<file path="src/rtl/textbuf_ctrl.sv">
// Terminal-style write controller for the LCD text-tile memory: cursor, CR/LF/BS, wrap, ring-scroll.
// All outputs registered; a printable char costs accept + one WR cycle, a scroll adds TEXT_COLS clear cycles.
module textbuf_ctrl #(
  parameter int TEXT_COLS = 20,
  parameter int TEXT_ROWS = 6,
  parameter int ADDR_BITS = 7,
  parameter int CHAR_BITS = 8,
  parameter logic [CHAR_BITS-1:0] CLEAR_CHAR = CHAR_BITS'('h20)
) (
  input  logic                         in_clk,
  input  logic                         in_rst,
  input  logic                         in_char_valid,
  input  logic [CHAR_BITS-1:0]         in_char,
  output logic                         out_char_ready,
  output logic                         out_mem_we,
  output logic [ADDR_BITS-1:0]         out_mem_addr,
  output logic [CHAR_BITS-1:0]         out_mem_data,
  output logic [$clog2(TEXT_COLS)-1:0] out_cursor_x,
  output logic [$clog2(TEXT_ROWS)-1:0] out_cursor_y,
  output logic [$clog2(TEXT_ROWS)-1:0] out_row_offs,
  output logic                         out_busy
);
  localparam int XW    = $clog2(TEXT_COLS);
  localparam int YW    = $clog2(TEXT_ROWS);
  localparam int CELLS = TEXT_COLS * TEXT_ROWS;

  typedef enum logic [1:0] {S_CLR_ALL, S_IDLE, S_WR, S_CLR_LINE} state_t;

  state_t                 state_q, state_d;
  logic [ADDR_BITS-1:0]   cnt_q, cnt_d, base_q, base_d;
  logic [XW-1:0]          x_q, x_d;
  logic [YW-1:0]          y_q, y_d, offs_q, offs_d;
  logic                   scroll_q, scroll_d;
  logic                   ready_q, ready_d, we_q, we_d, busy_q, busy_d;
  logic [ADDR_BITS-1:0]   addr_q, addr_d;
  logic [CHAR_BITS-1:0]   data_q, data_d;

  logic                   accept, is_print, is_lf, is_cr, is_bs, at_eol, at_bottom;
  logic [YW-1:0]          offs_inc;

  function automatic logic [ADDR_BITS-1:0] row_base(input logic [YW-1:0] row);
    return ADDR_BITS'(row) * ADDR_BITS'(TEXT_COLS);
  endfunction

  // Logical-to-physical row by a single conditional subtract: y and offs are both < TEXT_ROWS.
  function automatic logic [ADDR_BITS-1:0] cell_addr(input logic [XW-1:0] x,
                                                     input logic [YW-1:0] y,
                                                     input logic [YW-1:0] offs);
    logic [YW:0] phys;
    phys = {1'b0, y} + {1'b0, offs};
    if (phys >= (YW+1)'(TEXT_ROWS)) phys = phys - (YW+1)'(TEXT_ROWS);
    return row_base(phys[YW-1:0]) + ADDR_BITS'(x);
  endfunction

  assign accept    = (state_q == S_IDLE) && ready_q && in_char_valid;
  assign is_print  = (in_char >= CHAR_BITS'('h20)) && (in_char <= CHAR_BITS'('h7E));
  assign is_lf     = (in_char == CHAR_BITS'('h0A));
  assign is_cr     = (in_char == CHAR_BITS'('h0D));
  assign is_bs     = (in_char == CHAR_BITS'('h08));
  assign at_eol    = (x_q == XW'(TEXT_COLS - 1));
  assign at_bottom = (y_q == YW'(TEXT_ROWS - 1));
  assign offs_inc  = (offs_q == YW'(TEXT_ROWS - 1)) ? '0 : offs_q + YW'(1);

  always_ff @(posedge in_clk) begin
    if (in_rst) begin
      state_q  <= S_CLR_ALL;
      cnt_q    <= '0;
      base_q   <= '0;
      x_q      <= '0;
      y_q      <= '0;
      offs_q   <= '0;
      scroll_q <= 1'b0;
      ready_q  <= 1'b0;
      we_q     <= 1'b0;
      addr_q   <= '0;
      data_q   <= '0;
      busy_q   <= 1'b1;
    end else begin
      state_q  <= state_d;
      cnt_q    <= cnt_d;
      base_q   <= base_d;
      x_q      <= x_d;
      y_q      <= y_d;
      offs_q   <= offs_d;
      scroll_q <= scroll_d;
      ready_q  <= ready_d;
      we_q     <= we_d;
      addr_q   <= addr_d;
      data_q   <= data_d;
      busy_q   <= busy_d;
    end
  end

  // cnt_q is the next clear index to issue; the first line-clear write goes out on entry.
  always_comb begin
    state_d  = state_q;
    cnt_d    = cnt_q;
    base_d   = base_q;
    x_d      = x_q;
    y_d      = y_q;
    offs_d   = offs_q;
    scroll_d = scroll_q;
    case (state_q)
      S_CLR_ALL: begin
        cnt_d = cnt_q + ADDR_BITS'(1);
        if (cnt_q == ADDR_BITS'(CELLS - 1)) begin
          state_d = S_IDLE;
          cnt_d   = '0;
        end
      end
      S_IDLE: begin
        if (accept) begin
          if (is_print) begin
            state_d  = S_WR;
            scroll_d = at_eol && at_bottom;
            x_d      = at_eol ? '0 : x_q + XW'(1);
            if (at_eol && !at_bottom) y_d = y_q + YW'(1);
            if (at_eol && at_bottom) begin
              offs_d = offs_inc;
              base_d = row_base(offs_q);
            end
          end else if (is_lf) begin
            if (!at_bottom) begin
              y_d = y_q + YW'(1);
            end else begin
              offs_d  = offs_inc;
              base_d  = row_base(offs_q);
              state_d = S_CLR_LINE;
              cnt_d   = ADDR_BITS'(1);
            end
          end else if (is_cr) begin
            x_d = '0;
          end else if (is_bs && (x_q != '0)) begin
            x_d      = x_q - XW'(1);
            state_d  = S_WR;
            scroll_d = 1'b0;
          end
        end
      end
      S_WR: begin
        scroll_d = 1'b0;
        if (scroll_q) begin
          state_d = S_CLR_LINE;
          cnt_d   = ADDR_BITS'(1);
        end else begin
          state_d = S_IDLE;
        end
      end
      S_CLR_LINE: begin
        cnt_d = cnt_q + ADDR_BITS'(1);
        if (cnt_q == ADDR_BITS'(TEXT_COLS - 1)) begin
          state_d = S_IDLE;
          cnt_d   = '0;
        end
      end
      default: state_d = S_CLR_ALL;
    endcase
  end

  always_comb begin
    ready_d = 1'b0;
    we_d    = 1'b0;
    busy_d  = 1'b0;
    addr_d  = addr_q;
    data_d  = data_q;
    case (state_q)
      S_CLR_ALL: begin
        we_d   = 1'b1;
        busy_d = 1'b1;
        addr_d = cnt_q;
        data_d = CLEAR_CHAR;
      end
      S_IDLE: begin
        if (accept && is_print) begin
          we_d   = 1'b1;
          addr_d = cell_addr(x_q, y_q, offs_q);
          data_d = in_char;
        end else if (accept && is_bs && (x_q != '0)) begin
          we_d   = 1'b1;
          addr_d = cell_addr(x_q - XW'(1), y_q, offs_q);
          data_d = CLEAR_CHAR;
        end else if (accept && is_lf && at_bottom) begin
          we_d   = 1'b1;
          busy_d = 1'b1;
          addr_d = row_base(offs_q);
          data_d = CLEAR_CHAR;
        end else begin
          ready_d = 1'b1;
        end
      end
      S_WR: begin
        if (scroll_q) begin
          we_d   = 1'b1;
          busy_d = 1'b1;
          addr_d = base_q;
          data_d = CLEAR_CHAR;
        end else begin
          ready_d = 1'b1;
        end
      end
      S_CLR_LINE: begin
        we_d   = 1'b1;
        busy_d = 1'b1;
        addr_d = base_q + cnt_q;
        data_d = CLEAR_CHAR;
      end
      default: ;
    endcase
  end

  assign out_char_ready = ready_q;
  assign out_mem_we     = we_q;
  assign out_mem_addr   = addr_q;
  assign out_mem_data   = data_q;
  assign out_cursor_x   = x_q;
  assign out_cursor_y   = y_q;
  assign out_row_offs   = offs_q;
  assign out_busy       = busy_q;
endmodule
</file>
<file path="config.mk">
export PLATFORM = sky130hd
export DESIGN_NAME = textbuf_ctrl
export DESIGN_NICKNAME = d
export VERILOG_FILES = /design/src/rtl/textbuf_ctrl.sv
export SDC_FILE = /design/constraint.sdc
export NUM_CORES = 1
export LEC_CHECK = 0
export BUFFER_PORTS_ARGS = -buffer_cell sky130_fd_sc_hd__buf_2
export CELL_PAD_IN_SITES_DETAIL_PLACEMENT = 1
export CELL_PAD_IN_SITES_GLOBAL_PLACEMENT = 1
export CORE_AREA = 2 2 97 99
export DETAILED_ROUTE_END_ITERATION = 16
export DIE_AREA = 0 0 99 101
export GPL_ROUTABILITY_DRIVEN = 1
export MAX_ROUTING_LAYER = met4
export PLACE_DENSITY_LB_ADDON = 0.25
export SLEW_MARGIN = 40
export SYNTH_ARGS = -nofsm -noshare
export SYNTH_HDL_FRONTEND = slang
export SYNTH_SLANG_ARGS = --single-unit
export TNS_END_PERCENT = 30
</file>
<file path="constraint.sdc">
create_clock -name in_clk -period 3.3 [get_ports in_clk]
set_input_delay 0.165 -clock in_clk [delete_from_list [all_inputs] [get_ports in_clk]]
set_output_delay 0.165 -clock in_clk [all_outputs]
set_load 0.01 [all_outputs]
</file>
Word-level counts from Yosys, hierarchy flattened
Index checks and enable logic that the tools add are counted.

word-level totals
  register bits = 46
  output and inout port bits = 29

operators by class
  add/subtract/negate cells = 10
  multiply operators = 3
  $lt $le $gt $ge = 3
  equal/unequal tests = 29
  multiplexer cells = 71
  reductions and logical operators = 26

operator list
  cell                 number
  $mux 7               15
  $pmux 7 s4           2
  $mux 3               15
  $mux 8               4
  $mux 5               5
  $eq 8x4->1 const B   3
  $pmux 8 s3           1
  $reduce_and 5->1     4
  $mux 2               9
  $ne 2x2->1 const B   9
  $mul 3x3->5 const B  3
  $mux 1               15
  $add 7x5->7          2
  $logic_and 1x1->1    11
  $ge 8x6->1 const B   1
  $le 8x7->1 const B   1
  $ne 4x4->1 const B   2
  $pmux 2 s4           1
  $add 7x1->7 const B  1
  $add 7x7->7          1
  $eq 7x5->1 const B   1
  $eq 7x7->1 const B   1
  $add 3x1->3 const B  2
  $eq 3x3->1 const B   2
  other kinds (24)     31

Longest topological paths before layout
  depth after elaboration = 13
  gate-level depth with buffers = 12

Worst setup path before layout
OpenSTA, ideal clock, no wires.

  kind = register to register
  start point = reg offs_q[0] (netlist: out_row_offs[0])
  end point = reg addr_q[5] (netlist: out_mem_addr[5])
  library setup time = 0.091 ns
  data arrival time = 2.779 ns
  slack = 0.430 ns
  cell stages (with the launch flop) = 13
  buffers on the path = 0
  period minus slack after synthesis = 2.870 ns
  path through = dfxtp_1 ha_1 fa_1 xnor2_1 nand2_1 mux2i_1 ha_1 a21o_1 a21oi_1 xor2_1 o21ai_1 o211ai_1 a311oi_1

between the ends
  longest elaborated chain between the ends = 11
  elaborated cells between the ends (all ways) = 18
  those cells by class = add/sub (4); mul (3); order compare (1); mux (10)

ends and longest elaborated chain
  what                                              RTL line  RTL
  from (decl)                                       32        logic [YW-1:0] y_q, y_d, offs_q, offs_d;
  from (signal assigned)                            84        offs_q <= offs_d;
  $add 3x3->4                                       50        phys = {1'b0, y} + {1'b0, offs};
  $ge 4x3->1 / $sub 3x3->3 (equally long branches)  51        if (phys >= (YW+1)'(TEXT_ROWS)) phys = phys - (YW+1)'(TEXT_ROWS);
  $mux 3                                            51
  $mux 3                                            178       end else if (accept && is_bs && (x_q != '0)) begin
  $mux 3                                            174       if (accept && is_print) begin
  $mux 3                                            166       case (state_q)
  $mul 3x3->5                                       42        return ADDR_BITS'(row) * ADDR_BITS'(TEXT_COLS);
  $add 7x5->7                                       52        return row_base(phys[YW-1:0]) + ADDR_BITS'(x);
  $mux 7                                            178
  $mux 7 *                                          174
  $pmux 7 s4 *                                      166
  to (signal assigned)                              88        addr_q <= addr_d;
  to (decl)                                         35        logic [ADDR_BITS-1:0] addr_q, addr_d;

Every way passes the cells marked *; elsewhere a longest branch is shown, timed or not. The select of a mux whose other input is x is not followed.
A chain may end at the register's enable or synchronous reset.

Worst setup path in the final report
  start point = reg y_q[0] (netlist: out_cursor_y[0])
  end point = reg addr_q[4] (netlist: out_mem_addr[4])

between the ends
  longest elaborated chain between the ends = 11
  elaborated cells between the ends (all ways) = 20
  those cells by class = add/sub (4); mul (2); order compare (1); eq/ne (2); mux (9); reduce/logical (2)

ends and longest elaborated chain
  what                                              RTL line  RTL
  from (decl)                                       32
  from (signal assigned)                            83        y_q <= y_d;
  $add 3x3->4                                       50
  $ge 4x3->1 / $sub 3x3->3 (equally long branches)  51
  $mux 3                                            51
  $mux 3                                            178
  $mux 3                                            174
  $mux 3                                            166
  $mul 3x3->5                                       42
  $add 7x5->7                                       52
  $mux 7                                            178
  $mux 7                                            174
  $pmux 7 s4                                        166

Parallel ways exist; a longest one is shown, timed or not. The select of a mux whose other input is x is not followed.

==> reports/metrics.cfg <==
[status]
status = complete, no violations

[place]
gp_congestion = 0.816
dp_slack_ps = 201
place_area_mm2 = 0.00342
dp_cells = 504
hpwl_mm = 6.72
io_buffers = 39

[power]
fin_total_pwr_mw = 0.976
p_leak_nw = 1.58
vdd_ir_drop_max_v = 0.000156
power.density_mw_per_mm2 = 276

[timing]
drv_slew = 0
tightest_slew_ps = 706
fmax_ghz = 0.331
hold_viol = 0
tns_ps = 0
timing.hold.ws_ps = 148
rsz0062_at_grt = false
setup_viol = 0
finClkSkew_ps = 2.91
finalWorstSetupSlack_ps = 275
min_period_over_period = 0.917
min_period_ps = 3020
maxSlewHeadroom = 0.523

[setup_path]
critical_path_class = flop to flop
worstPathMaxFanout = 5
endpoint_kind = flop
arrival_ps = 3270
startpoint_type = flop
worstPathRequired_ps = 3540

[route]
num_vias = 2825
viasPerCell = 5.52
firstDrtPassIters = 4
drc = 0
postRouteAntennaNets = 0
dr.first_iter.drc_count = 102
totalWireLength_mm = 8.65
drt-wirelength-per-cell_um = 16.9

[synth]
syn-num-nets = 402
synth-async-reset-ratio = 0
synth_edf_count = 0
ys_seq_elements = 44
yosys_most_used_dff = dfxtp_1
synthCells = 360
synthDistinctLibCells = 64
synth_area_mm2 = 0.00308
synth_area_leaders = dfxtp_1 29%, ha_1 11%, nor2_1 5.0%
ys_seq_area_frac = 0.286
synth_common_cells = 44 x dfxtp_1, 41 x nor2_1, 27 x ha_1
yosysWarningCount = 0
synth.top_cell.area_share = 0.286
yosysMostFrequentCell = dfxtp_1
synth_top_area_cell = dfxtp_1
syn_area_per_cell_um2 = 8.57

[clock_network]
root_buffer = clkbuf_8
cts_tree = built
h-tree-depth = 2
clock_latency_ps = 300
cts_inserted_buffers = 5
path_clk_slew_ps = 90
clk_path_buf_depth = 2
clock-sinks = 44

[global_route]
grt-ovfl-total = 0
first_global_vias = 2862
antenna_found_initial = 0
grt_max_degree = 44
grt_util_all_layers = 0.188
grt_pass1_wl_mm = 14.8

[final_layout]
post-route-util = 0.393
drive_gt1_frac = 0.175
diodes = 0
multi_input_area_mm2 = 0.00208
syn2layout_area_growth_pct = 14.5
seqCellArea_um2 = 881
layout.nets = 442
fillers = 1075
fin_area_mm2 = 0.00353
stdcell_count = 512

[hold_path]
hp-class = input port to flop

[floorplan]
io_pins = 40
row_count = 35
start_util = 0.344
design.core.area_mm2 = 0.00898
die_w_um = 99
die_y_um = 101
dieArea_mm2 = 0.0100

[job]
cap_violations = 0

-- worst paths after layout --
check	cells after the start	slack (ps)	start	endpoint
setup / recovery	12	280	out_cursor_y[0]	out_mem_addr[4]
setup reg to reg	12	280	out_cursor_y[0]	out_mem_addr[4]
hold / removal	3	150	in_char[3]	out_mem_data[3]
hold reg to reg	1	480	out_mem_data[7]	out_mem_data[7]
-- area by class of cell --
cell class	count	area share
multi-input cells	284	0.589
inverters	16	0.0170
flip-flops and latches	44	0.249
clock inverters	2	0.00425
clock buffers	6	0.0234
well taps	111	0.0393
repair buffers	49	0.0773
-- cell usage in the layout (no fill, tap or decap), types with 4 or more instances in the layout --
cell type	count
o21ai_1	4
o21ai_0	7
a221oi_1	4
buf_2	38
nand4_1	4
a21oi_1	24
nand3_1	8
ha_1	27
xor2_1	11
dfxtp_1	44
a22oi_1	6
inv_1	16
nor3_1	9
mux2i_1	10
xnor2_1	10
nor2b_1	4
clkbuf_8	6
buf_4	11
nand2b_1	4
a21o_1	13
nor2_1	41
and3_1	6
nand2_1	24
a211oi_1	5
-- cells by family (layout without fill, tap and decap cells) --
group           after synthesis  in the layout  share of synthesized area
simple gates                128            128                      0.221
compound gates               93             93                      0.220
flops                        44             44                      0.286
buf+inv                      32             73                     0.0430
fa+ha+maj                    31             31                      0.135
xor+xnor                     22             22                     0.0625
mux                          10             10                     0.0325
-- per-layer routing --
metal | vias to the layer above | track usage | part of all wire
met2 | 45 | 0.308 | 0.48
met1 | 1376 | 0.248 | 0.49
met5 | - | - | 0
met4 | 0 | 0.0432 | 0.010
li1 | 1394 | - | -
met3 | 10 | 0.0236 | 0.025
-- worst max-delay path, cell delays in order, from the launching register on --
cell,delay (ps)
dfxtp_1,370
ha_1,250
fa_2,390
xnor2_2,170
o211a_1,150
a21o_1,160
ha_1,300
ha_1,340
xor2_1,160
mux2i_1,90
o311ai_0,300
o211ai_1,150
a21oi_1,140
-- flip-flops by register name, indices dropped and copies added (netlist names), 2 cells and up --
signal        flops
base_q            5
cnt_q             7
out_cursor_x      5
out_cursor_y      3
out_mem_addr      7
out_mem_data      8
out_row_offs      3
state_q           2
-- power breakdown --
part,switching [mW],internal (mW),total (mW)
logic,0.0362,0.0210,0.0572
clock network,0.207,0.170,0.376
registers,0.00540,0.537,0.542
-- timing repair --
action / in CTS / in global routing
hold buffers: 0 / 0
endpoints found under the setup margin: 0 / 1
buffers inserted: 0 / 0
gates resized for setup: 0 / 2
hold endpoints to repair: 0 / 0
Note: power is estimated with default switching activity, not from simulation.
